## src/rtl/exc_flush_ctrl_pkg.sv

```systemverilog
`default_nettype none
// +----------------------------------------------------------------------------+
// | exc_flush_ctrl_pkg                                                         |
// | Shared state encoding, field widths and exception codes for the flush ctrl |
// | Rev 1.0 - initial release                                                  |
// +----------------------------------------------------------------------------+
package exc_flush_ctrl_pkg;

  localparam int ECODE_W_DFLT = 6;
  localparam int ESUB_W_DFLT  = 9;

  typedef enum logic [1:0] {
    S_IDLE     = 2'd0,
    S_COMMIT   = 2'd1,
    S_REDIRECT = 2'd2,
    S_DRAIN    = 2'd3
  } state_t;

  localparam logic [ECODE_W_DFLT-1:0] ECODE_INT  = 6'h00;
  localparam logic [ECODE_W_DFLT-1:0] ECODE_ADEF = 6'h08;
  localparam logic [ECODE_W_DFLT-1:0] ECODE_ALE  = 6'h09;
  localparam logic [ECODE_W_DFLT-1:0] ECODE_SYS  = 6'h0B;
  localparam logic [ECODE_W_DFLT-1:0] ECODE_BRK  = 6'h0C;
  localparam logic [ECODE_W_DFLT-1:0] ECODE_INE  = 6'h0D;

endpackage
`default_nettype wire

```

## src/rtl/exc_flush_ctrl_drain_cnt.sv

```systemverilog
`default_nettype none
// +----------------------------------------------------------------------------+
// | exc_drain_cnt                                                              |
// | Loadable 4-bit down-counter with zero flag; holds at zero                  |
// | Rev 1.0 - initial release                                                  |
// +----------------------------------------------------------------------------+
module exc_drain_cnt (
  input  logic       clk,
  input  logic       resetn,
  input  logic       load,
  input  logic [3:0] load_val,
  input  logic       dec,
  output logic [3:0] cnt,
  output logic       zero
);

  logic [3:0] cnt_q;
  logic [3:0] cnt_d;

  always_comb begin
    cnt_d = cnt_q;
    if (load) begin
      cnt_d = load_val;
    end else if (dec && (cnt_q != 4'd0)) begin
      cnt_d = cnt_q - 4'd1;
    end
  end

  always_ff @(posedge clk or negedge resetn) begin
    if (!resetn) begin
      cnt_q <= 4'd0;
    end else begin
      cnt_q <= cnt_d;
    end
  end

  assign cnt  = cnt_q;
  assign zero = (cnt_q == 4'd0);

endmodule
`default_nettype wire

```

## src/rtl/exc_flush_ctrl.sv

```systemverilog
`default_nettype none
// +----------------------------------------------------------------------------+
// | exc_flush_ctrl                                                             |
// | Exception/ertn commit sequencer: CSR strobe, flush, redirect, fetch drain  |
// | Rev 1.0 - initial release                                                  |
// +----------------------------------------------------------------------------+
module exc_flush_ctrl
  import exc_flush_ctrl_pkg::*;
#(
  parameter int DRAIN_CYCLES = 2,
  parameter int ECODE_W      = 6,
  parameter int ESUB_W       = 9
) (
  input  logic               clk,
  input  logic               resetn,
  input  logic               wb_valid,
  input  logic               wb_ex,
  input  logic               wb_ertn,
  input  logic [ECODE_W-1:0] wb_ecode,
  input  logic [ESUB_W-1:0]  wb_esubcode,
  input  logic [31:0]        wb_pc,
  input  logic [31:0]        wb_vaddr,
  input  logic [31:0]        csr_eentry,
  input  logic [31:0]        csr_era,
  output logic               csr_ex_we,
  output logic               csr_ertn_we,
  output logic [ECODE_W-1:0] csr_ecode,
  output logic [ESUB_W-1:0]  csr_esubcode,
  output logic [31:0]        csr_era_wdata,
  output logic [31:0]        csr_badv,
  output logic               flush_all,
  output logic               redir_valid,
  input  logic               redir_ready,
  output logic [31:0]        redir_pc,
  output logic               busy
);

  localparam logic [3:0] DRAIN_LOAD = 4'(DRAIN_CYCLES - 1);

  state_t             state_q, state_d;
  logic               kind_ex_q, kind_ex_d;
  logic [ECODE_W-1:0] ecode_q, ecode_d;
  logic [ESUB_W-1:0]  esub_q, esub_d;
  logic [31:0]        era_q, era_d;
  logic [31:0]        badv_q, badv_d;
  logic [31:0]        redir_pc_q, redir_pc_d;

  logic       wb_event;
  logic       cnt_load;
  logic       cnt_dec;
  logic       cnt_zero;
  logic [3:0] cnt_val;

  assign wb_event = wb_valid & (wb_ex | wb_ertn);

  exc_drain_cnt u_drain_cnt (
    .clk      (clk),
    .resetn   (resetn),
    .load     (cnt_load),
    .load_val (DRAIN_LOAD),
    .dec      (cnt_dec),
    .cnt      (cnt_val),
    .zero     (cnt_zero)
  );

  always_comb begin
    state_d    = state_q;
    kind_ex_d  = kind_ex_q;
    ecode_d    = ecode_q;
    esub_d     = esub_q;
    era_d      = era_q;
    badv_d     = badv_q;
    redir_pc_d = redir_pc_q;
    cnt_load   = 1'b0;
    cnt_dec    = 1'b0;
    case (state_q)
      S_IDLE: begin
        if (wb_event) begin
          state_d   = S_COMMIT;
          kind_ex_d = wb_ex;
          ecode_d   = wb_ecode;
          esub_d    = wb_esubcode;
          era_d     = wb_pc;
          badv_d    = wb_vaddr;
        end
      end
      S_COMMIT: begin
        // CSR strobe lands on this edge, so the target is sampled only now.
        state_d    = S_REDIRECT;
        redir_pc_d = kind_ex_q ? csr_eentry : csr_era;
      end
      S_REDIRECT: begin
        if (redir_ready) begin
          state_d  = S_DRAIN;
          cnt_load = 1'b1;
        end
      end
      S_DRAIN: begin
        if (cnt_zero) begin
          state_d = S_IDLE;
        end else begin
          cnt_dec = 1'b1;
        end
      end
      default: state_d = S_IDLE;
    endcase
  end

  always_ff @(posedge clk or negedge resetn) begin
    if (!resetn) begin
      state_q    <= S_IDLE;
      kind_ex_q  <= 1'b0;
      ecode_q    <= '0;
      esub_q     <= '0;
      era_q      <= 32'd0;
      badv_q     <= 32'd0;
      redir_pc_q <= 32'd0;
    end else begin
      state_q    <= state_d;
      kind_ex_q  <= kind_ex_d;
      ecode_q    <= ecode_d;
      esub_q     <= esub_d;
      era_q      <= era_d;
      badv_q     <= badv_d;
      redir_pc_q <= redir_pc_d;
    end
  end

  assign csr_ex_we     = (state_q == S_COMMIT) &  kind_ex_q;
  assign csr_ertn_we   = (state_q == S_COMMIT) & ~kind_ex_q;
  assign csr_ecode     = ecode_q;
  assign csr_esubcode  = esub_q;
  assign csr_era_wdata = era_q;
  assign csr_badv      = badv_q;
  assign flush_all     = (state_q != S_IDLE);
  assign redir_valid   = (state_q == S_REDIRECT);
  assign redir_pc      = redir_pc_q;
  assign busy          = (state_q != S_IDLE);

endmodule
`default_nettype wire

```

## config.mk

```make
export PLATFORM = sky130hd
export DESIGN_NAME = exc_flush_ctrl
export DESIGN_NICKNAME = d
export VERILOG_FILES = /design/src/rtl/exc_flush_ctrl_pkg.sv /design/src/rtl/exc_flush_ctrl_drain_cnt.sv /design/src/rtl/exc_flush_ctrl.sv
export SDC_FILE = /design/constraint.sdc
export NUM_CORES = 1
export LEC_CHECK = 0
export ABC_AREA = 1
export BUFFER_PORTS_ARGS = -buffer_cell sky130_fd_sc_hd__buf_4
export CORE_MARGIN = 8
export CORE_UTILIZATION = 41
export CTS_CLUSTER_SIZE = 25
export DETAILED_ROUTE_END_ITERATION = 6
export HOLD_SLACK_MARGIN = 0.15
export PLACE_DENSITY = 0.8
export SYNTH_ARGS = -nofsm -noshare
export SYNTH_HDL_FRONTEND = slang
export SYNTH_SLANG_ARGS = --single-unit
```

## constraint.sdc

```tcl
create_clock -name clk -period 1.3 [get_ports clk]
set_input_delay 0.13 -clock clk [delete_from_list [all_inputs] [get_ports clk]]
set_output_delay 0.13 -clock clk [all_outputs]
set_load 0.03 [all_outputs]
```

==> impl_metrics.tcl <==
set metrics [dict create \
    cts_tree "done" \
    cts.clk_slew.worst_paths_ns 0.06 \
    rsz0062_at_grt "true" \
    grt_pass1_vias 6403 \
    leakage_nw 5.42 \
    status "complete, but fails checks" \
    core_area_um2 12000 \
    ys_seq_area_share_pct 59.2 \
    grt_usage_pct 28.5 \
    place_inst 972 \
    synth_ff_type "dfrtp_1" \
    met3_usage_pct 11.0 \
    grt_max_degree 54 \
    hold_path_class "in -> async" \
    postLayoutCellArea_um2 10200 \
    area_growth_syn_to_layout_pct 104 \
    clk_latency_ns 0.41 \
    criticalPathCategory "reg -> reg" \
    syn-num-nets 724 \
    grt_pass1_wl_mm 35.4 \
    fin_crit_sh_pct 127 \
    h-tree-depth 4 \
    synth_area_per_cell_um2 8.77 \
    cts_buffer_depth 2 \
    synth.ff_latch_count 118 \
    initial_core_util_pct 41.7 \
    io_pins 265 \
    portBuffers 264 \
    fin_crit_ns 1.65 \
    syn_inst 569 \
    wl_mm 25.9 \
    gr-total-overflow 0 \
    place_area_um2 7180 \
    top_usage_layer "met2" \
    relSlewSlack_pct 68.7 \
    viasPerCell 5.25 \
    synthTopCellsByArea "dfrtp_1 (59%), nand2_1 (15%), inv_1 (6.8%)" \
    drv_slew 0 \
    synthesis.area_um2 4990 \
    dp_hpwl_mm 12.0 \
    synth_cell_type_count 22 \
    path_common_cell "buf_6" \
    cts_buffers 17 \
    crit_chain "inv_2, buf_4, ha_4, buf_6, nand3_4, buf_6, clkbuf_16, nand2_1, o21ai_2" \
    cts-root-buf "clkbuf_16" \
    place_congestion 0.846 \
    grt_use_met1_pct 30.0 \
    num_vias 6265 \
    cts.sinks 118 \
    violations "setup timing" \
    arrival_ns 1.96 \
    stdcell_count 1194 \
    synth_edf_count 0 \
    fin_setup_tns_ns -28.68 \
    final_core_util_pct 85.2 \
    finalSetupViolCount 119 \
    met2_usage_pct 49.5 \
    dr.pass1.iters 5 \
    ir_worst_vdd_mv 1.49 \
    final_cell_mix "buf_4 (277), nand2_1 (177), dlygate4sd3_1 (147)" \
    die_x_um 126 \
    route.detailed.drc 0 \
    crit_fanout 9 \
    drtIter0Drc 706 \
    ant_nets 0 \
    powerDensity_nw_per_um2 2470 \
    wire_per_inst_um 21.7 \
    antenna_found_initial 1 \
    drive_above_1_share_pct 40.5 \
    max_stage_delay_ns 0.39 \
    yosysWarnings 0 \
    start_kind "flop" \
    async_flop_share_pct 100 \
    report.final.hold_viol_count 0 \
    row_count 40 \
    die_h_um 126 \
    nets 1188 \
    yosysTopAreaCellShare_pct 59.2 \
    skew_ns 0.00924 \
    slowest_stage "dfrtp_1" \
    dieArea_um2 16000 \
    cap_violations 0 \
    layout_commonest_cell "buf_4" \
    clock.fmax_mhz 605 \
    worst_slew_pin_slew_ns 0.470 \
    worstPathRequired_ns 1.60 \
    synth_top_area_cell "dfrtp_1" \
    setup_ws_ns -0.353 \
    crit_path_end_kind "flop" \
]
==> cell type report <==
class | instances | area, um2
timing repair buffer | 470 | 4360
antenna | 2 | 5.00
clock buffer | 23 | 488
sequential | 118 | 2950
clock inverter | 8 | 97.6
fill | 513 | 1770
tap | 147 | 184
multi-input combinational | 334 | 1750
inverter | 92 | 348
==> stage by stage <==
stage               power, W  worst slack (ns)  hold WS (ns)
CTS                   0.0230            -0.295         0.205
finish                0.0252            -0.353         0.215
detailed placement    0.0169           -0.0710         0.107
floorplan             0.0127           -0.0388        -0.166
global placement      0.0166           -0.0139         0.114
global route          0.0261            -0.403         0.241
==> per-layer routing <==
metal,up-vias,routed length (um),share of wire (%)
met4,0,1370,5.3
met3,106,2600,10
met5,-,0,0
met1,2998,8650,33
li1,2678,-,-
met2,483,13200,51
==> synth_stat cells (2+ instances only) <==
| cell type | instances |
|---|---|
| inv_1 | 90 |
| o21ai_1 | 20 |
| buf_6 | 14 |
| ha_1 | 6 |
| nor2_1 | 2 |
| nand4_1 | 2 |
| clkbuf_1 | 9 |
| nand2_1 | 198 |
| buf_1 | 2 |
| inv_2 | 2 |
| dfrtp_1 | 118 |
| nand3_1 | 36 |
| o21ai_0 | 61 |
==> worst max-delay path, delay by kind of cell (launching register included) <==
| kind | cells | cell delay, ns |
|---|---|---|
| buffers and inverters | 5 | 0.65 |
| DFF | 1 | 0.39 |
| and+or+nand+nor | 2 | 0.26 |
| adders and majority gates | 1 | 0.14 |
| AOI/OAI and AO/OA | 1 | 0.09 |
==> registers in the layout, indices dropped and copies added, names as in the netlist <==
signal	cells
csr_badv	32
csr_era_wdata	32
redir_pc	32
csr_esubcode	9
csr_ecode	6
u_drain_cnt.cnt	4
state_q	2
kind_ex_q	1
==> logic make-up after synthesis <==
family | after synthesis | share of synthesized area, %
simple gates | 243 | 19.8
buf+inv | 119 | 11.2
flops | 118 | 59.2
compound gates | 82 | 8.22
fa+ha+maj | 6 | 1.50
xor+xnor | 1 | 0.176
==> what timing repair did <==
action	4_1_cts	5_1_grt
buffers inserted	8	16
pin swaps	0	5
resized for setup	23	123
endpoints found under the setup margin	68	123
hold buffers	147	0
cloned	7	13
endpoints found under the hold margin	236	0
==> path summary, 6_finish.rpt <==
check | startpoint | end | slack (ns) | cells past startpoint
max in group asynchronous | resetn | csr_era_wdata[26]$_DFFE_PN0P_ | 0.54 | 3
max | state_q[1]$_DFFE_PN0P_ | csr_badv[17]$_DFFE_PN0P_ | -0.35 | 9
max reg2reg | state_q[1]$_DFFE_PN0P_ | csr_badv[17]$_DFFE_PN0P_ | -0.35 | 9
min | resetn | csr_badv[18]$_DFFE_PN0P_ | 0.21 | 2
min in group clk | wb_ertn | state_q[0]$_DFFE_PN0P_ | 0.38 | 7
min reg2reg | csr_era_wdata[26]$_DFFE_PN0P_ | csr_era_wdata[26]$_DFFE_PN0P_ | 0.49 | 2
==> where the power goes <==
group          total, W  internal, W  switching (W)  leakage [nW]
combinational    0.0138      0.00562        0.00818          3.67
sequential      0.00669      0.00542        0.00126          1.47
clock           0.00472      0.00300        0.00172         0.281
total            0.0252       0.0140         0.0112          5.42
Note: power is estimated with default switching activity, not from simulation.
